File: config.mk
export PLATFORM = sky130hd
export DESIGN_NAME = wb_regfile
export DESIGN_NICKNAME = d
export VERILOG_FILES = /design/src/rtl/wb_regfile_pkg.sv /design/src/rtl/wb_regfile_rv_regfile.sv /design/src/rtl/wb_regfile.sv
export SDC_FILE = /design/constraint.sdc
export NUM_CORES = 2
export LEC_CHECK = 0
export ABC_AREA = 0
export BUFFER_PORTS_ARGS = -buffer_cell sky130_fd_sc_hd__buf_2
export CORE_UTILIZATION = 65
export DETAILED_ROUTE_END_ITERATION = 7
export PLACE_DENSITY = 0.87
export SLEW_MARGIN = 20
export SYNTH_ARGS = -nofsm -noshare
export SYNTH_HDL_FRONTEND = slang
export SYNTH_HIERARCHICAL = 1
export SYNTH_SLANG_ARGS = --single-unit
export TNS_END_PERCENT = 10
File: constraint.sdc
create_clock -name clk -period 64.7 [get_ports clk]
set_clock_uncertainty 0.2 [all_clocks]
set_input_delay 12.94 -clock clk [delete_from_list [all_inputs] [get_ports clk]]
set_output_delay 12.94 -clock clk [all_outputs]
set_load 0.005 [all_outputs]
File: src/rtl/wb_regfile_pkg.sv
// Shared RV32 definitions: widths, opcodes and load funct3 codes, plus the
// load-extension helper used by the writeback stage.
package wb_regfile_pkg;

  localparam int XLEN   = 32;
  localparam int NREGS  = 32;
  localparam int REG_AW = 5;

  localparam logic [6:0] OP_BUBBLE = 7'b0000000;
  localparam logic [6:0] OP_LUI    = 7'b0110111;
  localparam logic [6:0] OP_AUIPC  = 7'b0010111;
  localparam logic [6:0] OP_JAL    = 7'b1101111;
  localparam logic [6:0] OP_JALR   = 7'b1100111;
  localparam logic [6:0] OP_LOAD   = 7'b0000011;

  typedef enum logic [2:0] {
    F3_LB  = 3'b000,
    F3_LH  = 3'b001,
    F3_LW  = 3'b010,
    F3_LBU = 3'b100,
    F3_LHU = 3'b101
  } load_f3_e;

  // Pick the addressed byte/half out of a word-aligned read and extend it.
  // Unknown widths pass the whole word through.
  function automatic logic [XLEN-1:0] load_extend(input logic [XLEN-1:0] word,
                                                  input logic [1:0]      lane,
                                                  input logic [2:0]      funct3);
    logic [7:0]  byte_sel;
    logic [15:0] half_sel;
    logic [XLEN-1:0] res;
    case (lane)
      2'd0:    byte_sel = word[7:0];
      2'd1:    byte_sel = word[15:8];
      2'd2:    byte_sel = word[23:16];
      default: byte_sel = word[31:24];
    endcase
    half_sel = lane[1] ? word[31:16] : word[15:0];
    case (load_f3_e'(funct3))
      F3_LB:   res = {{24{byte_sel[7]}}, byte_sel};
      F3_LBU:  res = {24'd0, byte_sel};
      F3_LH:   res = {{16{half_sel[15]}}, half_sel};
      F3_LHU:  res = {16'd0, half_sel};
      default: res = word;
    endcase
    return res;
  endfunction

endpackage

File: src/rtl/wb_regfile_rv_regfile.sv
// 32x32 integer register file: x0 hardwired to zero, one write port and two
// combinational read ports that see a same-cycle write.
module rv_regfile
  import wb_regfile_pkg::*;
(
  input  logic              clk,
  input  logic              reset,
  input  logic              we,
  input  logic [REG_AW-1:0] waddr,
  input  logic [XLEN-1:0]   wdata,
  input  logic [REG_AW-1:0] raddr1,
  input  logic [REG_AW-1:0] raddr2,
  output logic [XLEN-1:0]   rdata1,
  output logic [XLEN-1:0]   rdata2
);

  logic [XLEN-1:0] regs [NREGS];

  // Storage: cleared by reset, written on the edge unless targeting x0.
  always_ff @(posedge clk or posedge reset) begin
    if (reset) begin
      for (int i = 0; i < NREGS; i++) regs[i] <= '0;
    end else if (we && (waddr != '0)) begin
      regs[waddr] <= wdata;
    end
  end

  // Read port 1 with write-through bypass.
  always_comb begin
    rdata1 = '0;
    if (raddr1 != '0) rdata1 = (we && (raddr1 == waddr)) ? wdata : regs[raddr1];
  end

  // Read port 2 with write-through bypass.
  always_comb begin
    rdata2 = '0;
    if (raddr2 != '0) rdata2 = (we && (raddr2 == waddr)) ? wdata : regs[raddr2];
  end

endmodule

File: src/rtl/wb_regfile.sv
// Writeback stage: selects the value to commit from the MEM/WB register,
// writes it into the register file, exports it for forwarding and counts
// retired instructions.
module wb_regfile
  import wb_regfile_pkg::*;
(
  input  logic        clk,
  input  logic        reset,
  input  logic [31:0] G_in,
  input  logic [31:0] Data_out_in,
  input  logic        MD_in,
  input  logic        RW_in,
  input  logic [4:0]  RD_in,
  input  logic [6:0]  opcode_in,
  input  logic [2:0]  funct3_in,
  input  logic [31:0] IMM_in,
  input  logic [31:0] PC_in,
  input  logic [4:0]  rs1_addr,
  input  logic [4:0]  rs2_addr,
  output logic [31:0] rs1_data,
  output logic [31:0] rs2_data,
  output logic        wb_en,
  output logic [4:0]  wb_rd,
  output logic [31:0] wb_data,
  output logic [63:0] instret
);

  logic [63:0] instret_q;

  // Writeback value selection; first matching opcode wins, ALU result otherwise.
  always_comb begin
    wb_data = G_in;
    case (opcode_in)
      OP_LUI:          wb_data = IMM_in;
      OP_AUIPC:        wb_data = PC_in + IMM_in;
      OP_JAL, OP_JALR: wb_data = PC_in + 32'd4;
      OP_LOAD:         if (MD_in) wb_data = load_extend(Data_out_in, G_in[1:0], funct3_in);
      default:         ;
    endcase
  end

  // Writes to x0 still show on wb_data but are never flagged for commit/forwarding.
  always_comb begin
    wb_en = RW_in & (RD_in != 5'd0);
    wb_rd = RD_in;
  end

  // Retired-instruction counter; bubbles (opcode 0) do not count.
  always_ff @(posedge clk or posedge reset) begin
    if (reset)                         instret_q <= '0;
    else if (opcode_in != OP_BUBBLE)   instret_q <= instret_q + 64'd1;
  end

  assign instret = instret_q;

  rv_regfile u_rf (
    .clk    (clk),
    .reset  (reset),
    .we     (wb_en),
    .waddr  (RD_in),
    .wdata  (wb_data),
    .raddr1 (rs1_addr),
    .raddr2 (rs2_addr),
    .rdata1 (rs1_data),
    .rdata2 (rs2_data)
  );

endmodule

==> flow_summary.toml <==
[power]
ir_drop_v = 0.0000248
p_leak_nw = 30.6
p_per_area_mw_per_mm2 = 29.9
p_int_mw = 1.44
comb_power_share = 0.222
p_clk_frac = 0.331
finalPower_mw = 2.04
seq_power_share = 0.447
netSwitchingPower_mw = 0.600
swShare = 0.294

[detailed_routing]
drtPass1Iterations = 8
num_vias = 48000
viasPerCell = 7.78
avgRoutedWirePerCell_um = 35.1
drt_iter0_drc = 7372
antenna_left = 0
drc_errors = 0
drt_wl_total_mm = 217

[worst_hold_path]
hp-class = "flop to flop"

[logic_synthesis]
synth_cells = 4726
yosysTopAreaCell = "dfrtp_1"
yosysTopAreaCellShare = 0.439
synth-seq-cells = 1088
synthTopCellsByCount = "dfrtp_1 (1088), mux2_2 (986), mux4_2 (361)"
synth_area_per_cell_um2 = 13.1
yosysSeqAreaShare = 0.439
async_reset_ff_frac = 1.00
synth_ff_type = "dfrtp_1"
yosysWarnings = 6
synth.area.top_cells = "dfrtp_1 (44%), mux2_2 (18%), mux4_2 (13%)"
yosysUniqueCellTypes = 89
synth_edf_count = 0
syn_area_mm2 = 0.0620
synth.most_common_cell = "dfrtp_1"
synth_fp_nets = 4917

[timing]
clock.fmax_mhz = 32.7
rsz0062_at_grt = "false"
setup_viol = 0
min_period_over_period = 0.473
relSlewSlack = 0.159
maxSlewViolCount = 0
tns_ps = 0
fin_ws_ps = 34120
hold_viol_final = 0
min_period_ps = 30580
worst_pin_slew_ps = 1260

[die]
io_pins = 323
core_area_mm2 = 0.0939
die_width_um = 311
initial_utilization = 0.660
die_area_mm2 = 0.0966
placementRows = 112
chipHeight_um = 311

[clocking]
cts_tree = "built"
cts.sinks = 1088
cts_buffer_depth = 3
cts_resized = 0
clock_latency_ps = 710
cts.reportedPaths.clkPinSlew_ps = 60
post_cts_buffers = 0
cts-hold-fix-buffers = 0
cts_root_buf = "clkbuf_16"
cts_htree_levels = 3
cts_buffers = 110

[global_route]
grt_pass1_vias = 48700
antenna_found_initial = 26
grt_max_degree = 162
gr-total-overflow = 0
grtUsageTotal = 0.444
grt_pass1_wl_mm = 318

[placement]
io_buffers = 322
post-place-ws_ps = 34420
dp_hpwl_mm = 126
place_congestion = 0.972

[final_layout]
seqCellArea_mm2 = 0.0272
fin_util = 0.727
syn_to_final_growth_pct = 10.1
fillers = 5600
final_nets = 5009
drive_above_1_share = 0.423
multi_input_area_mm2 = 0.0327

[setup_path]
crit_fanout = 42
crit_path_start_kind = "input port"
critPathCaptureType = "primary output"
critPathKind = "input port to primary output"
worstPathArrival_ps = 17440
crit_required_ps = 51560

[run_status]
status = "complete, no violations"

[run]
drv_cap = 0
power by group through the flow:
stage / registers, mW / clock network [mW] / logic (mW)
floorplan: 0.882 / 0 / 0.329
detailed placement: 0.911 / 0 / 0.432
global placement: 0.898 / 0 / 0.416
global route: 0.923 / 0.700 / 0.473
finish: 0.914 / 0.676 / 0.453
CTS: 0.905 / 0.674 / 0.441
through the flow:
| step | instances | hold slack [ps] | area, um2 |
|---|---|---|---|
| global placement | 5959 | 179 | 64300 |
| floorplan | 4726 | 241 | 62000 |
| CTS | 6161 | 197 | 68200 |
| finish | 6176 | 197 | 68200 |
| detailed placement | 5959 | 183 | 64300 |
| global route | 6172 | 198 | 68200 |
flip-flops by register name (all words and copies together), names as in the netlist:
signal	flops
instret	64
u_rf/regs	1024
logic make-up after synthesis:
kind of cell	Yosys count	synth area share
adder cells (fa/ha/maj)	34	0.00698
flip-flops	1088	0.439
AO/OA/AOI/OAI	705	0.0824
XOR/XNOR	122	0.0172
AND/OR/NAND/NOR	554	0.0451
multiplexers	1716	0.370
buffers and inverters	507	0.0388
layer usage:
metal  vias to the layer above  share of wire  track usage
met5                         -        0.00061            0
met3                      1319           0.15        0.191
li1                      18300              -            -
met4                        20          0.092        0.334
met2                      4358           0.43        0.635
met1                     24000           0.33        0.532
layout by cell type, fill, tap and decap left out, drive strengths merged, types with 15 or more instances in the layout:
cell type,Yosys,final
mux2i,352,352
a221o,16,16
nand2,149,149
a21oi,119,119
ha,33,33
nand4,30,30
mux2,1003,1003
o21ai,69,69
xnor2,88,88
a21o,18,18
nand3,70,70
nor3,29,29
nor2,128,128
a221oi,43,43
a31oi,42,42
o221a,20,20
xor2,34,34
clkbuf,243,171
nor2b,24,24
inv,33,37
dfrtp,1088,1088
o221ai,29,29
and2,15,15
and3,33,33
o211ai,31,31
a211o,16,16
clkinv,0,19
buf,231,452
mux4,361,361
a22oi,202,202
critical path, stage by stage:
cell and delay [ps]:
clkbuf_8 420, buf_4 590, buf_4 680, nor2_4 60, buf_4 360, nand2_1 1020
o21ai_0 370, a31oi_1 630, buf_2 240
worst paths after layout:
| kind | start | end | slack (ps) | depth (start not counted) |
|---|---|---|---|---|
| setup / recovery | rs1_addr[1] | rs1_data[2] | 34120 | 9 |
| max in group asynchronous | reset | u_rf/regs[867] | 48870 | 5 |
| hold / removal | u_rf/regs[1014] | u_rf/regs[1014] | 200 | 0 |
| setup reg to reg | instret[6] | instret[63] | 61810 | 8 |
| hold reg to reg | u_rf/regs[1014] | u_rf/regs[1014] | 200 | 0 |
| min in group asynchronous | reset | u_rf/regs[508] | 12250 | 2 |
cell type report:
class,count,share of cell area
multi-input cells,3131,0.480
flip-flops and latches,1088,0.399
clock buffers,169,0.0489
repair buffers,454,0.0398
well taps,1254,0.0230
clock inverters,33,0.00730
inverters,33,0.00193
diodes,14,0.000513
Power figures use the tool's default switching activity.
